$ cat src/rtl/hps_bridge_pkg.sv
// hps_bridge_pkg
//   Shared definitions for the second-generation HPS SPI bridge.
//   - eng_state_t : shift engine state encoding
//   - gp_out field positions. The layout is {en_sync, overrun, fifo_full,
//     last_rx_word}, so every offset above the word depends on WORD_W and
//     is provided as a function of it.
package hps_bridge_pkg;

  typedef enum logic {
    ENG_IDLE  = 1'b0,
    ENG_SHIFT = 1'b1
  } eng_state_t;

  // last_rx_word occupies gp_out[LAST_LSB +: WORD_W]
  localparam int LAST_LSB = 0;

  // fifo_full flag position (FULL_BIT)
  function automatic int full_bit(input int word_w);
    return word_w;
  endfunction

  // sticky overrun flag position (OVR_BIT)
  function automatic int ovr_bit(input int word_w);
    return word_w + 1;
  endfunction

  // lowest bit of the synchronised enable field (EN_LSB)
  function automatic int en_lsb(input int word_w);
    return word_w + 2;
  endfunction

endpackage

$ cat src/rtl/hps_spi_shift_engine.sv
// hps_spi_shift_engine
//   SPI mode-0 slave shift engine running entirely in the sys_clk domain.
//   All SPI inputs arrive already synchronised and edge-detected.
// Ports:
//   sys_clk, reset_n     : system clock, async active-low reset
//   sck_rise, sck_fall   : one-cycle pulses from the synchronised SPI clock
//   cs_fall, cs_rise     : one-cycle pulses from the synchronised chip select
//   cs_sync              : synchronised chip select level (active-low)
//   mosi_sync            : synchronised HPS data
//   tx_word              : word returned to the HPS, sampled at each word start
//   rx_word              : last completed received word
//   word_done            : one-cycle pulse when rx_word has been updated
//   spi_miso             : data to the HPS (0 while deselected)
module hps_spi_shift_engine
  import hps_bridge_pkg::*;
#(
  parameter int WORD_W = 16
) (
  input  logic              sys_clk,
  input  logic              reset_n,
  input  logic              sck_rise,
  input  logic              sck_fall,
  input  logic              cs_fall,
  input  logic              cs_rise,
  input  logic              cs_sync,
  input  logic              mosi_sync,
  input  logic [WORD_W-1:0] tx_word,
  output logic [WORD_W-1:0] rx_word,
  output logic              word_done,
  output logic              spi_miso
);

  localparam int CNT_W = $clog2(WORD_W + 1);
  localparam logic [CNT_W-1:0] LAST_CNT = CNT_W'(WORD_W - 1);

  eng_state_t        state, state_n;
  logic [CNT_W-1:0]  bit_cnt, bit_cnt_n;
  logic [WORD_W-1:0] rx_shift, rx_shift_n;
  logic [WORD_W-1:0] tx_shift, tx_shift_n;
  logic [WORD_W-1:0] rx_word_n;
  logic              word_done_n;

  always_ff @(posedge sys_clk or negedge reset_n) begin
    if (!reset_n) begin
      state     <= ENG_IDLE;
      bit_cnt   <= '0;
      rx_shift  <= '0;
      tx_shift  <= '0;
      rx_word   <= '0;
      word_done <= 1'b0;
    end else begin
      state     <= state_n;
      bit_cnt   <= bit_cnt_n;
      rx_shift  <= rx_shift_n;
      tx_shift  <= tx_shift_n;
      rx_word   <= rx_word_n;
      word_done <= word_done_n;
    end
  end

  // cs edges take priority over clock edges: a deselect abandons the
  // partial word, and a select (including a glitch mid-frame) restarts
  // at bit 0 with a fresh tx_word.
  always_comb begin
    state_n     = state;
    bit_cnt_n   = bit_cnt;
    rx_shift_n  = rx_shift;
    tx_shift_n  = tx_shift;
    rx_word_n   = rx_word;
    word_done_n = 1'b0;

    if (cs_rise) begin
      state_n   = ENG_IDLE;
      bit_cnt_n = '0;
    end else if (cs_fall) begin
      state_n    = ENG_SHIFT;
      bit_cnt_n  = '0;
      rx_shift_n = '0;
      tx_shift_n = tx_word;
    end else if (state == ENG_SHIFT) begin
      if (sck_rise) begin
        rx_shift_n = {rx_shift[WORD_W-2:0], mosi_sync};
        if (bit_cnt == LAST_CNT) begin
          word_done_n = 1'b1;
          rx_word_n   = rx_shift_n;
          bit_cnt_n   = '0;
          tx_shift_n  = tx_word;
        end else begin
          bit_cnt_n = bit_cnt + CNT_W'(1);
        end
      end else if (sck_fall && (bit_cnt != '0)) begin
        // The fall right after a word boundary must not shift: tx_shift
        // was just reloaded and its MSB is the next bit the HPS samples.
        tx_shift_n = {tx_shift[WORD_W-2:0], 1'b0};
      end
    end
  end

  assign spi_miso = (state == ENG_SHIFT) && !cs_sync && tx_shift[WORD_W-1];

endmodule

$ cat src/rtl/hps_spi_bridge.sv
// hps_spi_bridge
//   HPS SPI link: synchronises the HPS SPI and enable pins into sys_clk,
//   runs a mode-0 shift engine and queues received words in an RX FIFO.
// Ports:
//   sys_clk, reset_n    : system clock, async active-low reset
//   spi_clk/cs/mosi     : async HPS SPI inputs (clock idle low, cs active-low)
//   spi_miso            : data back to the HPS
//   hps_en              : async HPS enable lines (fpga/osd/io = bits 0/1/2)
//   tx_word             : word returned to the HPS, sampled at each word start
//   rx_data/rx_valid    : FIFO head word / FIFO non-empty
//   rx_ready            : head is popped when rx_valid & rx_ready
//   clr_overrun         : one-cycle pulse clearing the sticky overrun flag
//   io_strobe           : one-cycle pulse per completed word
//   gp_out              : registered {en_sync, overrun, fifo_full, last_rx_word}
module hps_spi_bridge
  import hps_bridge_pkg::*;
#(
  parameter int WORD_W      = 16,
  parameter int NUM_EN      = 3,
  parameter int SYNC_STAGES = 2,
  parameter int FIFO_DEPTH  = 4
) (
  input  logic                     sys_clk,
  input  logic                     reset_n,
  input  logic                     spi_clk,
  input  logic                     spi_cs,
  input  logic                     spi_mosi,
  output logic                     spi_miso,
  input  logic [NUM_EN-1:0]        hps_en,
  input  logic [WORD_W-1:0]        tx_word,
  output logic [WORD_W-1:0]        rx_data,
  output logic                     rx_valid,
  input  logic                     rx_ready,
  input  logic                     clr_overrun,
  output logic                     io_strobe,
  output logic [WORD_W+NUM_EN+1:0] gp_out
);

  localparam int AW     = $clog2(FIFO_DEPTH);
  localparam int FULL_B = full_bit(WORD_W);
  localparam int OVR_B  = ovr_bit(WORD_W);
  localparam int EN_L   = en_lsb(WORD_W);

  // Reset asserts asynchronously everywhere but is released through two
  // flops so no register leaves reset close to a clock edge.
  logic [1:0] rst_pipe;
  logic       rst_sync_n;

  always_ff @(posedge sys_clk or negedge reset_n) begin
    if (!reset_n) rst_pipe <= 2'b00;
    else          rst_pipe <= {rst_pipe[0], 1'b1};
  end

  assign rst_sync_n = rst_pipe[1];

  // Input synchronisers plus one extra flop on sck/cs for edge detection.
  // The cs chain resets high so leaving reset never looks like a select.
  logic [SYNC_STAGES-1:0]             sck_chain, cs_chain, mosi_chain;
  logic [SYNC_STAGES-1:0][NUM_EN-1:0] en_chain;
  logic                               sck_d, cs_d;

  always_ff @(posedge sys_clk or negedge rst_sync_n) begin
    if (!rst_sync_n) begin
      sck_chain  <= '0;
      cs_chain   <= '1;
      mosi_chain <= '0;
      en_chain   <= '0;
      sck_d      <= 1'b0;
      cs_d       <= 1'b1;
    end else begin
      sck_chain  <= {sck_chain[SYNC_STAGES-2:0], spi_clk};
      cs_chain   <= {cs_chain[SYNC_STAGES-2:0], spi_cs};
      mosi_chain <= {mosi_chain[SYNC_STAGES-2:0], spi_mosi};
      en_chain   <= {en_chain[SYNC_STAGES-2:0], hps_en};
      sck_d      <= sck_chain[SYNC_STAGES-1];
      cs_d       <= cs_chain[SYNC_STAGES-1];
    end
  end

  logic              sck_sync, cs_sync, mosi_sync;
  logic [NUM_EN-1:0] en_sync;
  logic              sck_rise, sck_fall, cs_fall, cs_rise;

  assign sck_sync  = sck_chain[SYNC_STAGES-1];
  assign cs_sync   = cs_chain[SYNC_STAGES-1];
  assign mosi_sync = mosi_chain[SYNC_STAGES-1];
  assign en_sync   = en_chain[SYNC_STAGES-1];
  assign sck_rise  =  sck_sync & ~sck_d;
  assign sck_fall  = ~sck_sync &  sck_d;
  assign cs_fall   = ~cs_sync  &  cs_d;
  assign cs_rise   =  cs_sync  & ~cs_d;

  logic [WORD_W-1:0] rx_word;
  logic              word_done;

  hps_spi_shift_engine #(
    .WORD_W (WORD_W)
  ) u_engine (
    .sys_clk   (sys_clk),
    .reset_n   (rst_sync_n),
    .sck_rise  (sck_rise),
    .sck_fall  (sck_fall),
    .cs_fall   (cs_fall),
    .cs_rise   (cs_rise),
    .cs_sync   (cs_sync),
    .mosi_sync (mosi_sync),
    .tx_word   (tx_word),
    .rx_word   (rx_word),
    .word_done (word_done),
    .spi_miso  (spi_miso)
  );

  // RX FIFO: pointers carry one extra wrap bit to tell full from empty.
  logic [WORD_W-1:0] mem [FIFO_DEPTH];
  logic [AW:0]       wr_ptr, rd_ptr, wr_ptr_n, rd_ptr_n;
  logic              fifo_empty, fifo_full, full_n;
  logic              pop, push_ok, drop;
  logic              overrun, overrun_n;

  assign fifo_empty = (wr_ptr == rd_ptr);
  assign fifo_full  = (wr_ptr[AW] != rd_ptr[AW]) &&
                      (wr_ptr[AW-1:0] == rd_ptr[AW-1:0]);
  assign pop        = !fifo_empty && rx_ready;

  // A full FIFO still takes the word when the head leaves in the same
  // cycle; clearing overrun loses to a simultaneous new drop.
  always_comb begin
    push_ok   = word_done && (!fifo_full || pop);
    drop      = word_done && !push_ok;
    wr_ptr_n  = wr_ptr + (AW+1)'(push_ok);
    rd_ptr_n  = rd_ptr + (AW+1)'(pop);
    full_n    = (wr_ptr_n[AW] != rd_ptr_n[AW]) &&
                (wr_ptr_n[AW-1:0] == rd_ptr_n[AW-1:0]);
    overrun_n = drop || (overrun && !clr_overrun);
  end

  always_ff @(posedge sys_clk or negedge rst_sync_n) begin
    if (!rst_sync_n) begin
      wr_ptr  <= '0;
      rd_ptr  <= '0;
      overrun <= 1'b0;
    end else begin
      wr_ptr  <= wr_ptr_n;
      rd_ptr  <= rd_ptr_n;
      overrun <= overrun_n;
    end
  end

  // Storage has no reset; rx_data is forced to 0 whenever the FIFO is empty.
  always_ff @(posedge sys_clk) begin
    if (push_ok) mem[wr_ptr[AW-1:0]] <= rx_word;
  end

  assign rx_valid = !fifo_empty;
  assign rx_data  = fifo_empty ? '0 : mem[rd_ptr[AW-1:0]];

  // Flags are packed from their next-state values so gp_out lines up with
  // rx_valid and io_strobe in the same cycle.
  always_ff @(posedge sys_clk or negedge rst_sync_n) begin
    if (!rst_sync_n) begin
      io_strobe <= 1'b0;
      gp_out    <= '0;
    end else begin
      io_strobe                <= word_done;
      gp_out[EN_L +: NUM_EN]   <= en_sync;
      gp_out[OVR_B]            <= overrun_n;
      gp_out[FULL_B]           <= full_n;
      if (word_done) gp_out[LAST_LSB +: WORD_W] <= rx_word;
    end
  end

endmodule

$ cat config.mk
export PLATFORM = sky130hd
export DESIGN_NAME = hps_spi_bridge
export DESIGN_NICKNAME = d
export VERILOG_FILES = /design/src/rtl/hps_bridge_pkg.sv /design/src/rtl/hps_spi_shift_engine.sv /design/src/rtl/hps_spi_bridge.sv
export SDC_FILE = /design/constraint.sdc
export NUM_CORES = 1
export LEC_CHECK = 0
export CORE_ASPECT_RATIO = 2
export CORE_MARGIN = 4
export CORE_UTILIZATION = 50
export CTS_CLUSTER_SIZE = 20
export DETAILED_ROUTE_END_ITERATION = 12
export PLACE_DENSITY = 0.84
export SLEW_MARGIN = 15
export SYNTH_ARGS = -nofsm -noshare
export SYNTH_HDL_FRONTEND = slang
export SYNTH_HIERARCHICAL = 1
export SYNTH_SLANG_ARGS = --single-unit
export TNS_END_PERCENT = 5
$ cat constraint.sdc
create_clock -name sys_clk -period 3.5 [get_ports sys_clk]
set_input_delay 0.7 -clock sys_clk [delete_from_list [all_inputs] [get_ports sys_clk]]
set_output_delay 0.7 -clock sys_clk [all_outputs]
set_load 0.005 [all_outputs]
Yosys cells after proc, flatten, opt, wreduce, memory -nomap -nowiden. Memory sizes are Yosys's and may differ from the RTL's. Index checks and enable logic that the tools add are counted.

Reduce and logical (&&, ||, !) cells: 27. Bitwise logic cells: 10. Add/sub/neg operators: 3. Eq/ne operators: 7. Multiplexer cells: 23.

Operator list (number): 16-bit 2-to-1 mux (6); 15-bit 2-to-1 mux (3); 5-bit 2-to-1 mux (5); 1-bit logical AND (9); 1-bit 2-to-1 mux (9); 3-bit nonzero test (3); 3-bit by 1-bit adder with 3-bit output (2); 1-bit NOT (6); 2-bit nonzero test (3); 5-bit by 1-bit adder with 5-bit output (second input constant) (1); 5-bit by 4-bit equality test with 1-bit output (second input constant) (1); 1-bit logical NOT (5); 5-bit AND reduction (1); 5-bit nonzero test (1); 1-bit AND (4); 2-bit equality test (2); 4-bit AND reduction (1); 3-bit equality test (1); 3-bit by 1-bit inequality test with 1-bit output (second input constant) (1); 3-bit AND reduction (1); 1-bit logical OR (2); 1-bit inequality test (2); 2-bit AND reduction (1).

Output and inout port bits: 40. RAM bits: 64. Logic and storage cells: 91. Register bits after elaboration: 99. Memories: 1. Input bits: 26.

Memories: mem (depth 4, width 16, read ports 1, clocked after Yosys merged registers in 0, write ports 1, RTL line hps_spi_bridge.sv:114) `logic [WORD_W-1:0] mem [FIFO_DEPTH];`.

Depth between registers and ports, before layout.
Depth in word-level cells: 8. Mapped depth: 9. Mapped depth without buffers: 8.

By module. Netlist, hierarchy kept.

Modules (own cells, without submodules): hps_spi_bridge (instances 1, sequential area each 3026.7 sq um, area each 4022.6 sq um, cells an instance 197); hps_spi_shift_engine (instances 1, sequential area each 1351.3 sq um, area each 2337.2 sq um, cells an instance 161).

Worst setup path before layout. OpenSTA, ideal clock, no wires.

Kind: register to register. From: reg rd_ptr[1]. To: mem mem[2][0], enable pin. Cell stages (with the launch flop): 5. Setup time: 0.413 ns. Path buffers: 1. Slack: 0.878 ns. Data arrival time: 2.209 ns. Path through: dfrtp_1 buf_6 xor2_2 o41ai_4 nor3b_1.

Cells in the longest elaborated chain, start to end: 7.

RTL lines: start: declaration (RTL line hps_spi_bridge.sv:115) `logic [AW:0] wr_ptr, rd_ptr, wr_ptr_n, rd_ptr_n;`; start signal: assignment (RTL line hps_spi_bridge.sv:144) `rd_ptr <= rd_ptr_n;`; 3-bit equality test / 2-bit equality test (equally long branches) (RTL line hps_spi_bridge.sv:120, hps_spi_bridge.sv:122); 1-bit logical NOT / 1-bit logical AND (equally long branches) (RTL line hps_spi_bridge.sv:123, hps_spi_bridge.sv:121); 1-bit logical AND / 1-bit logical NOT (equally long branches) (RTL line hps_spi_bridge.sv:123, hps_spi_bridge.sv:128); 1-bit logical OR (*) (RTL line hps_spi_bridge.sv:128) `push_ok = word_done && (!fifo_full || pop);`; 1-bit logical AND (*) (RTL line hps_spi_bridge.sv:128); 1-bit 2-to-1 mux (*) (RTL line hps_spi_bridge.sv:151) `if (push_ok) mem[wr_ptr[AW-1:0]] <= rx_word;`; 1-bit 2-to-1 mux (implied by the code) (*) (RTL line hps_spi_bridge.sv:151); end: declaration (RTL line hps_spi_bridge.sv:114).

Mark *: on every way between the ends. The rest lies on a longest branch, timed or not.

Worst setup path after layout.
From: reg rd_ptr[0]. To: out rx_data[10].

Cells in the longest elaborated chain, start to end: 2.

RTL lines: memory 4 x 16 bit / 3-bit equality test (equally long branches); 16-bit 2-to-1 mux (*) (RTL line hps_spi_bridge.sv:155) `assign rx_data = fifo_empty ? '0 : mem[rd_ptr[AW-1:0]];`; end: declaration (RTL line hps_spi_bridge.sv:31) `output logic [WORD_W-1:0] rx_data,`.

Marked as above.

==> results.py <==
metrics = {
    "logic_synthesis": {
        "synth.area.top_cells": "dfrtp_1, edfxtp_1, mux2_2, mux4_2, a22o_1",
        "synth_area_leader_cell": "dfrtp_1",
        "ys_warn_count": 6,
        "ys.flop_type": "dfrtp_1",
        "synth_top_cell_area_share": 0.3738,
        "async_flop_share": 0.6049,
        "syn_area_um2": 6360,
        "yosys.cell_count.top_type": "dfrtp_1",
        "synth.distinct_cells": 43,
        "ys_top_cells_by_count": "dfrtp_1, edfxtp_1, mux2_2",
        "yosysSeqAreaShare": 0.6884,
        "postSynthCellCount": 358,
        "synth_edf_count": 64,
        "synthesis.nets": 390,
        "synth_seq_cells": 162,
        "syn_area_per_cell_um2": 17.76,
    },
    "global_routing": {
        "overflow": 0,
        "track_usage": 0.1672,
        "grt_pass1_wl_mm": 18.47,
        "antenna_found_initial": 0,
        "first_global_vias": 3652,
        "grt_max_degree": 88,
    },
    "power": {
        "powerDensity_nw_per_um2": 617.1,
        "irDropWorstVdd_mv": 0.4522,
        "p_leak_nw": 3.304,
    },
    "die": {
        "rows": 58,
        "die_h_um": 167.5,
        "ios": 66,
        "die-area_um2": 14700,
        "coreArea_um2": 12550,
        "initial_core_util": 0.5066,
        "die_width_um": 87.75,
    },
    "placed_design": {
        "hpwlAfterDp_mm": 7.394,
        "port-buffer-count": 65,
        "dp_slack_ns": 0.6863,
        "place_congestion": 0.7099,
    },
    "route": {
        "drt_iter0_markers": 229,
        "avgViaCountPerCell": 5.448,
        "routedWlPerCell_um": 18.40,
        "drcViolationCount": 0,
        "wirelength_mm": 11.09,
        "antenna_left": 0,
        "via_count": 3285,
        "drt_pass1_iterations": 4,
    },
    "clock_network": {
        "cts_resized": 0,
        "cts_buffers": 17,
        "clk_latency_ns": 0.41,
        "cts_setup_buffers": 0,
        "cts_tree": "built",
        "cts_buffer_depth": 2,
        "htree_levels": 4,
        "cts-root-buf": "clkbuf_16",
        "clk_pin_slew_ns": 0.07,
        "cts_hold_buf": 0,
        "cts_sinks": 162,
    },
    "worst_setup_path": {
        "r2r_slack_ns": 1.23,
        "crit_family": "buffers and inverters",
        "path_class": "reg2out",
        "cp_data_arrival_time_ns": 2.49,
        "crit_chain": "buf_4, mux4_2, nor2b_1, clkdlybuf4s50_1",
        "crit_fanout": 13,
        "startpoint_type": "flop",
        "cp_slowest_stage_delay_ns": 0.59,
        "crit_buf_inv": 2,
        "required_ns": 2.80,
        "cp-end-kind": "primary output",
        "slowest_stage": "dfrtp_1",
    },
    "sta": {
        "final.period_utilization": 0.9124,
        "layout_min_cycle_time_ns": 3.193,
        "tns_ns": 0,
        "timing.final.ws_setup_ns": 0.3066,
        "rsz0062_at_grt": "no",
        "fin_skew_ns": 0.008109,
        "worst_pin_slew_ns": 0.9999,
        "setup_viol": 0,
        "hold_viol": 0,
        "fmax_mhz": 313.1,
        "maxSlewViolCount": 0,
        "worst_hold_slack_ns": 0.2558,
        "max-slew-margin-rel": 0.3309,
    },
    "finish": {
        "final_util": 0.6250,
        "drive_gt1_frac": 0.3068,
        "finish.net_count": 472,
        "num-fill-cells": 898,
        "antenna_cells": 0,
        "area_growth_pct": 23.37,
    },
    "run": {
        "drv_cap": 0,
    },
    "worst_hold_path": {
        "hold_path_class": "reg2async",
    },
    "run_status": {
        "status": "finished clean",
    },
}
==> cell usage in the layout (no fill, tap or decap), types with 3 or more instances in the layout <==
master,synthesis,routed
buf_4,1,11
ha_1,6,6
mux2_4,9,9
mux2_2,53,53
a22o_1,16,16
xor2_1,3,3
mux4_2,16,16
nor2b_1,21,21
bufinv_16,0,4
dfrtp_1,95,94
clkinv_2,0,3
nand2_1,9,9
nand3_1,3,3
inv_1,8,8
nor2_1,9,9
inv_6,0,3
clkbuf_16,0,17
edfxtp_1,64,64
dfstp_2,3,3
clkdlybuf4s50_1,0,65
==> worst reg2reg max path: stages, from the launching register on <==
cell     delay, ns
dfrtp_1       0.52
xor2_2        0.27
o41ai_4       0.41
inv_1         0.09
ha_1          0.20
ha_1          0.30
xnor2_1       0.15
nand2_1       0.07
nor3b_1       0.18
==> report_power, final <==
group          internal, mW  total, mW  leakage (nW)  switching (mW)
clock network          1.21       1.96         0.309           0.751
registers              2.09       2.19          1.91          0.0990
logic                 0.401      0.695          1.08           0.294
total                  3.70       4.84          3.30            1.14
==> cells by family (layout without fill, tap and decap cells) <==
group	after synthesis	after routing	share of synthesized area
compound gates	26	26	0.03817
simple gates	55	55	0.05273
other cells	1	1	0.0005896
buf+inv	22	117	0.02203
flops	162	162	0.6884
xor+xnor	8	8	0.01456
mux	78	78	0.1717
fa+ha+maj	6	6	0.01180
==> per-stage QoR <==
stage                     total power, mW  cells  cell area [um^2]
after floorplan                     2.737    358              6360
after global placement              2.906    570              7189
after detailed placement            2.931    570              7189
after CTS                           4.894    602              7819
after global routing                5.060    603              7846
final                               4.842    603              7846
==> cell type report <==
type / count / area (um^2) / share of cell area
Multi-Input combinational cell: 174 / 1857 / 0.2366
Sequential cell: 162 / 4382 / 0.5584
Tap cell: 150 / 187.7 / 0.02392
Inverter: 8 / 30.03 / 0.003827
Clock inverter: 15 / 203.9 / 0.02599
Clock buffer: 17 / 425.4 / 0.05422
Timing Repair Buffer: 77 / 760.7 / 0.09695
==> path summary, 6_finish.rpt <==
| kind | start | endpoint | cells past startpoint |
|---|---|---|---|
| max | rd_ptr[0] | rx_data[10] | 4 |
| min | rst_pipe[1] | mosi_chain[0] | 0 |
| max reg2reg | rd_ptr[0] | gp_out[16] | 8 |
| min reg2reg | rst_pipe[1] | mosi_chain[0] | 0 |
| max in group asynchronous | rst_pipe[1] | u_engine/rx_word[10] | 2 |
| min in group sys_clk | sck_chain[0] | sck_chain[1] | 0 |
==> sequential cells by signal (all words and copies together) (netlist names), 3 cells and up <==
| name | count |
|---|---|
| en_chain | 3 |
| en_sync | 3 |
| gp_out | 21 |
| mem | 64 |
| rd_ptr | 3 |
| u_engine/bit_cnt | 5 |
| u_engine/rx_shift | 15 |
| u_engine/rx_word | 16 |
| u_engine/tx_shift | 16 |
| wr_ptr | 3 |
==> per-layer routing <==
metal / global-route usage / vias to the layer above / part of all wire / wire length (um)
met3: 0.04973 / 9 / 0.051 / 566
met1: 0.1877 / 1705 / 0.36 / 4018
met2: 0.2960 / 88 / 0.58 / 6393
met5: 0 / - / 0 / 0
met4: 0.05544 / 0 / 0.010 / 116
li1: - / 1483 / - / -
No activity file was read; power rests on OpenSTA's default activity.
